$ cat config.mk
export PLATFORM = sky130hd
export DESIGN_NAME = exc_commit_ctrl
export DESIGN_NICKNAME = d
export VERILOG_FILES = /design/src/rtl/exc_commit_ctrl.sv
export SDC_FILE = /design/constraint.sdc
export NUM_CORES = 1
export LEC_CHECK = 0
export CAP_MARGIN = 30
export CORE_UTILIZATION = 38
export CTS_BUF_LIST = sky130_fd_sc_hd__clkbuf_4 sky130_fd_sc_hd__clkbuf_8
export DETAILED_ROUTE_END_ITERATION = 8
export PLACE_DENSITY = 0.81
export SLEW_MARGIN = 5
export SYNTH_ARGS = -nofsm -noshare
export SYNTH_HDL_FRONTEND = slang
export SYNTH_SLANG_ARGS = --single-unit
$ cat constraint.sdc
create_clock -name clk -period 1.9 [get_ports clk]
set_clock_uncertainty 0.1 [all_clocks]
set_input_delay 0.38 -clock clk [delete_from_list [all_inputs] [get_ports clk]]
set_output_delay 0.38 -clock clk [all_outputs]
set_load 0.02 [all_outputs]
$ cat src/rtl/exc_commit_ctrl.sv
// Exception commit sequencer: kills the committing instruction, drains the data bus,
// flushes the pipeline and hands CP0's target PC to fetch. Optional macro: EXC_DRAIN_TIMEOUT_EN.
module exc_commit_ctrl #(
  parameter int DRAIN_TIMEOUT = 16
) (
  input  logic        clk,
  input  logic        reset,
  input  logic        wb_valid,
  input  logic        cp0_exc_occur,
  input  logic [31:0] cp0_pc,
  input  logic        mem_outstanding,
  input  logic        redirect_ready,
  output logic        cp0_reg_valid,
  output logic        wb_kill,
  output logic        stall,
  output logic        flush,
  output logic        redirect_valid,
  output logic [31:0] redirect_pc,
  output logic        drain_timeout
);

  typedef enum logic [1:0] {
    IDLE,
    DRAIN,
    FLUSH,
    REDIRECT
  } state_e;

  state_e      state_q;
  logic [31:0] redirect_pc_q;

  if (DRAIN_TIMEOUT < 2) begin : gen_bad_param
    $error("exc_commit_ctrl: DRAIN_TIMEOUT must be at least 2");
  end

`ifdef EXC_DRAIN_TIMEOUT_EN
  localparam int CW = $clog2(DRAIN_TIMEOUT);
  localparam logic [CW-1:0] CNT_MAX = CW'(DRAIN_TIMEOUT - 1);

  logic [CW-1:0] drain_cnt_q;
  logic          drain_timeout_q;
`endif

  // Only IDLE accepts an exception, so anything CP0 raises mid-sequence is dropped.
  always_ff @(posedge clk) begin
    if (reset) begin
      state_q       <= IDLE;
      redirect_pc_q <= 32'h0;
`ifdef EXC_DRAIN_TIMEOUT_EN
      drain_cnt_q     <= '0;
      drain_timeout_q <= 1'b0;
`endif
    end else begin
`ifdef EXC_DRAIN_TIMEOUT_EN
      drain_timeout_q <= 1'b0;
`endif
      case (state_q)
        IDLE: begin
          if (cp0_exc_occur) begin
            redirect_pc_q <= cp0_pc;
            state_q       <= mem_outstanding ? DRAIN : FLUSH;
`ifdef EXC_DRAIN_TIMEOUT_EN
            drain_cnt_q   <= '0;
`endif
          end
        end
        DRAIN: begin
          if (!mem_outstanding) begin
            state_q <= FLUSH;
          end
`ifdef EXC_DRAIN_TIMEOUT_EN
          else if (drain_cnt_q == CNT_MAX) begin
            state_q         <= FLUSH;
            drain_timeout_q <= 1'b1;
          end else begin
            drain_cnt_q <= drain_cnt_q + 1'b1;
          end
`endif
        end
        FLUSH: begin
          state_q <= REDIRECT;
        end
        REDIRECT: begin
          if (redirect_ready) begin
            state_q <= IDLE;
          end
        end
        default: begin
          state_q <= IDLE;
        end
      endcase
    end
  end

  // reg_valid depends only on state, keeping exc_occur -> reg_valid free of a loop through CP0.
  assign cp0_reg_valid  = wb_valid && (state_q == IDLE);
  assign wb_kill        = cp0_exc_occur && (state_q == IDLE);
  assign stall          = (state_q != IDLE);
  assign flush          = (state_q == FLUSH);
  assign redirect_valid = (state_q == REDIRECT);
  assign redirect_pc    = redirect_pc_q;

`ifdef EXC_DRAIN_TIMEOUT_EN
  assign drain_timeout = drain_timeout_q;
`else
  assign drain_timeout = 1'b0;
`endif

endmodule

==> results by group <==
Timing
  – Max Freq: ~0.56 GHz
  – Tcrit/Tclk final: about 94%
  – RSZ-0062 raised after global routing: no
  – Setup violations, final: 0
  – Final hold vios: 0
  – TNS Setup: 0 ns
  – Min Tclk post-route: about 1.8 ns
  – Max-slew violation count: 0

GRT
  – Initial antenna violation count: 0
  – Global route overflow: 0
  – Number of global-route vias before repair: 1200
  – First-pass GRT wire length: 5040 µm
  – Global Route Usage Sum: approximately 19%
  – Largest net degree at the start of global routing: 33

Clocking
  – Post-CTS setup buffer count: 0
  – Hold buffers post-CTS: 0
  – H-tree lvl count: 2
  – Clk slew on worst S/H paths: ~0.10 ns
  – CTS Root Cell: clkbuf_4
  – Worst-Skew Late Latency: about 0.34 ns
  – Total CTS buffers: 5
  – Max Root-Sink Buffers: 2
  – Sink Count: 34
  – CTS tree: yes

Synthesis
  – Synthesized area: around 1300 µm²
  – Syn Nets: approximately 210
  – Post-Syn Instances: approximately 170
  – Sequential element share of the synthesized area: 52.3%
  – Yosys reg bits: 34
  – Post-Syn Area per Cell: 7.89 µm²
  – Ys Warns: 0
  – Synth unique cells: 16

Cells and area
  – Nets: 286
  – Fill count: between 200 and 300
  – Layout cells sized above 1: roughly 8.6%
  – Area delta synth->final: 68.0%
  – Antenna cells: 0

Worst setup path
  – Top delay family on crit path: buffers and inverters
  – Critical-path top delay cell: dfxtp_1
  – Worst R2R End: state_q[1]
  – Crit end category: primary output
  – CP max FO: 2
  – Crit-path cells: buf_4 -> ha_1 -> dlygate4sd2_1
  – Worst reg-to-reg setup slack: ~0.12 ns
  – Critical Path RT: 1.42 ns
  – CP max stage delay: 0.32 ns
  – Buf/Inv on CP: 2
  – Reg2reg start: state_q[1]
  – R2r worst-path depth: 5
  – Crit path kind: flip-flop to primary output
  – Type of origin of the critical path: flip-flop
  – Worst EP arrival: around 1.3 ns

Route
  – Drt drc: 0
  – Via count: approximately 1300
  – Avg WL per Cell: 11.4 µm
  – Final Routed Wirelength: 3290 µm
  – DRT antenna net count: 0
  – DR vias/cell: about 4.5
  – Detailed Routing Iterations Pass 1: 4
  – Violation count after the first detailed-routing iteration: 42

Min path
  – Hold Path Sink: redirect_pc[29]
  – Tightest Hold Check Type: flip-flop to flip-flop
  – Hold depth: 2
  – Worst Hold Launch: redirect_pc[29]

Pwr
  – LEAKAGE: slightly below 0.9 nW
  – PD cells: between 1000 and 1500 nW/µm²
  – Power Total: 2.22 mW
  – Peak VDD IR: a little under 0.7 mV

Placed design
  – DP HPWL: roughly 2400 µm
  – # port buffers: between 70 and 80
  – GP Congestion: 0.830

Floorplanning
  – FP Rows: 20
  – Die Area: ~3700 µm²
  – Initial Util: 41.3%
  – Die width: ~61 µm
  – I/O pin cnt: 76
  – Core footprint: 3150 µm²
  – Die Y: 60.5 µm

Flow run
  – Max cap viols: 0

Outcome
  – Status: finished clean
## per-layer routing
layer	global-route usage [%]	wire [µm]	vias up
met5	0	0	-
met4	6.82	40	0
met3	11.7	322	6
met2	33.4	1520	53
met1	19.2	1410	575
li1	-	-	676
## registers in the layout, indices dropped and copies added, names as in the netlist
name and count:
state_q 2, redirect_pc 32
## metrics by stage
step	setup WS [ns]	instance area (µm²)	utilization, %	hold WS (ns)	instances
finish	0.109	2190	69.3	0.357	288
global route	0.0354	2190	69.3	0.377	288
CTS	0.00419	2190	69.3	0.360	288
detailed placement	-0.223	2110	66.8	0.345	280
global placement	-0.222	2110	66.8	0.341	280
floorplan	0.334	1300	-	0.416	165
## cell usage after synthesis
cell type / count / share of area [%]
buf_4: 1 / 0.58
mux2_1: 2 / 1.7
nand2b_1: 2 / 0.96
nand2_1: 65 / 19
inv_2: 1 / 0.29
dfxtp_1: 34 / 52
buf_2: 4 / 1.5
nor2_1: 3 / 0.87
ha_1: 5 / 4.8
and2_1: 1 / 0.48
inv_1: 5 / 1.4
mux2i_1: 1 / 0.77
clkbuf_1: 6 / 1.7
conb_1: 1 / 0.29
a21oi_1: 33 / 13
a222oi_1: 1 / 0.77
## worst max-delay path by stage
stage | startpoint | to | cells past startpoint
2_1_floorplan | state_q[0] | state_q[0] | 3
3_3_place_gp | cp0_exc_occur | wb_kill | 4
3_5_place_dp | cp0_exc_occur | wb_kill | 4
4_1_cts | state_q[0] | flush | 4
5_1_grt | state_q[0] | cp0_reg_valid | 4
6_report | state_q[0] | redirect_valid | 3
## final cells by class
type	count	area [µm²]	share of cell area [%]
tap	44	55.1	2.52
clock inverter	3	40.0	1.83
clock buffer	5	37.5	1.72
multi-input combinational	114	561	25.6
sequential	34	681	31.1
timing repair buffer	82	790	36.1
inverter	6	22.5	1.03
## logic make-up (layout without fill, tap and decap cells)
group           count (synthesis)  in the layout  synth area share (%)
flops                          34             34                  52.3
other cells                     1              1                 0.288
simple gates                   71             71                  21.1
compound gates                 34             34                  13.5
fa+ha+maj                       5              5                  4.81
buf+inv                        17             96                  5.58
mux                             3              3                  2.50
## cell usage in the layout, fill, tap and decap left out
cell             count
clkdlybuf4s50_1     69
nand2_1             65
dfxtp_1             34
a21oi_1             33
buf_4                8
inv_1                5
clkbuf_4             5
ha_1                 4
nor2_1               3
mux2_1               2
nand2b_1             2
clkinv_2             2
dlygate4sd2_1        2
inv_2                1
and2_1               1
mux2i_1              1
a222oi_1             1
ha_4                 1
conb_1               1
bufinv_16            1
clkdlybuf4s15_2      1
clkbuf_2             1
buf_2                1
## where the power goes
group / leakage (nW) / switching [mW] / internal, mW
logic: 0.559 / 0.451 / 0.398
clock network: 0.0450 / 0.243 / 0.272
registers: 0.279 / 0.0451 / 0.812
## worst reg2reg max path: cells and delay by family, from the launching register on
family,cells,cell delay (ns)
compound gates,1,0.48
fa+ha+maj,1,0.17
buf+inv,2,0.22
flops,1,0.34
mux,1,0.37
## what timing repair did
| action | CTS | global route |
|---|---|---|
| cloned | 0 | 0 |
| pin swaps | 0 | 0 |
| endpoints found under the setup margin | 5 | 3 |
| resized for setup | 10 | 4 |
(Power assumes the default switching activity.)
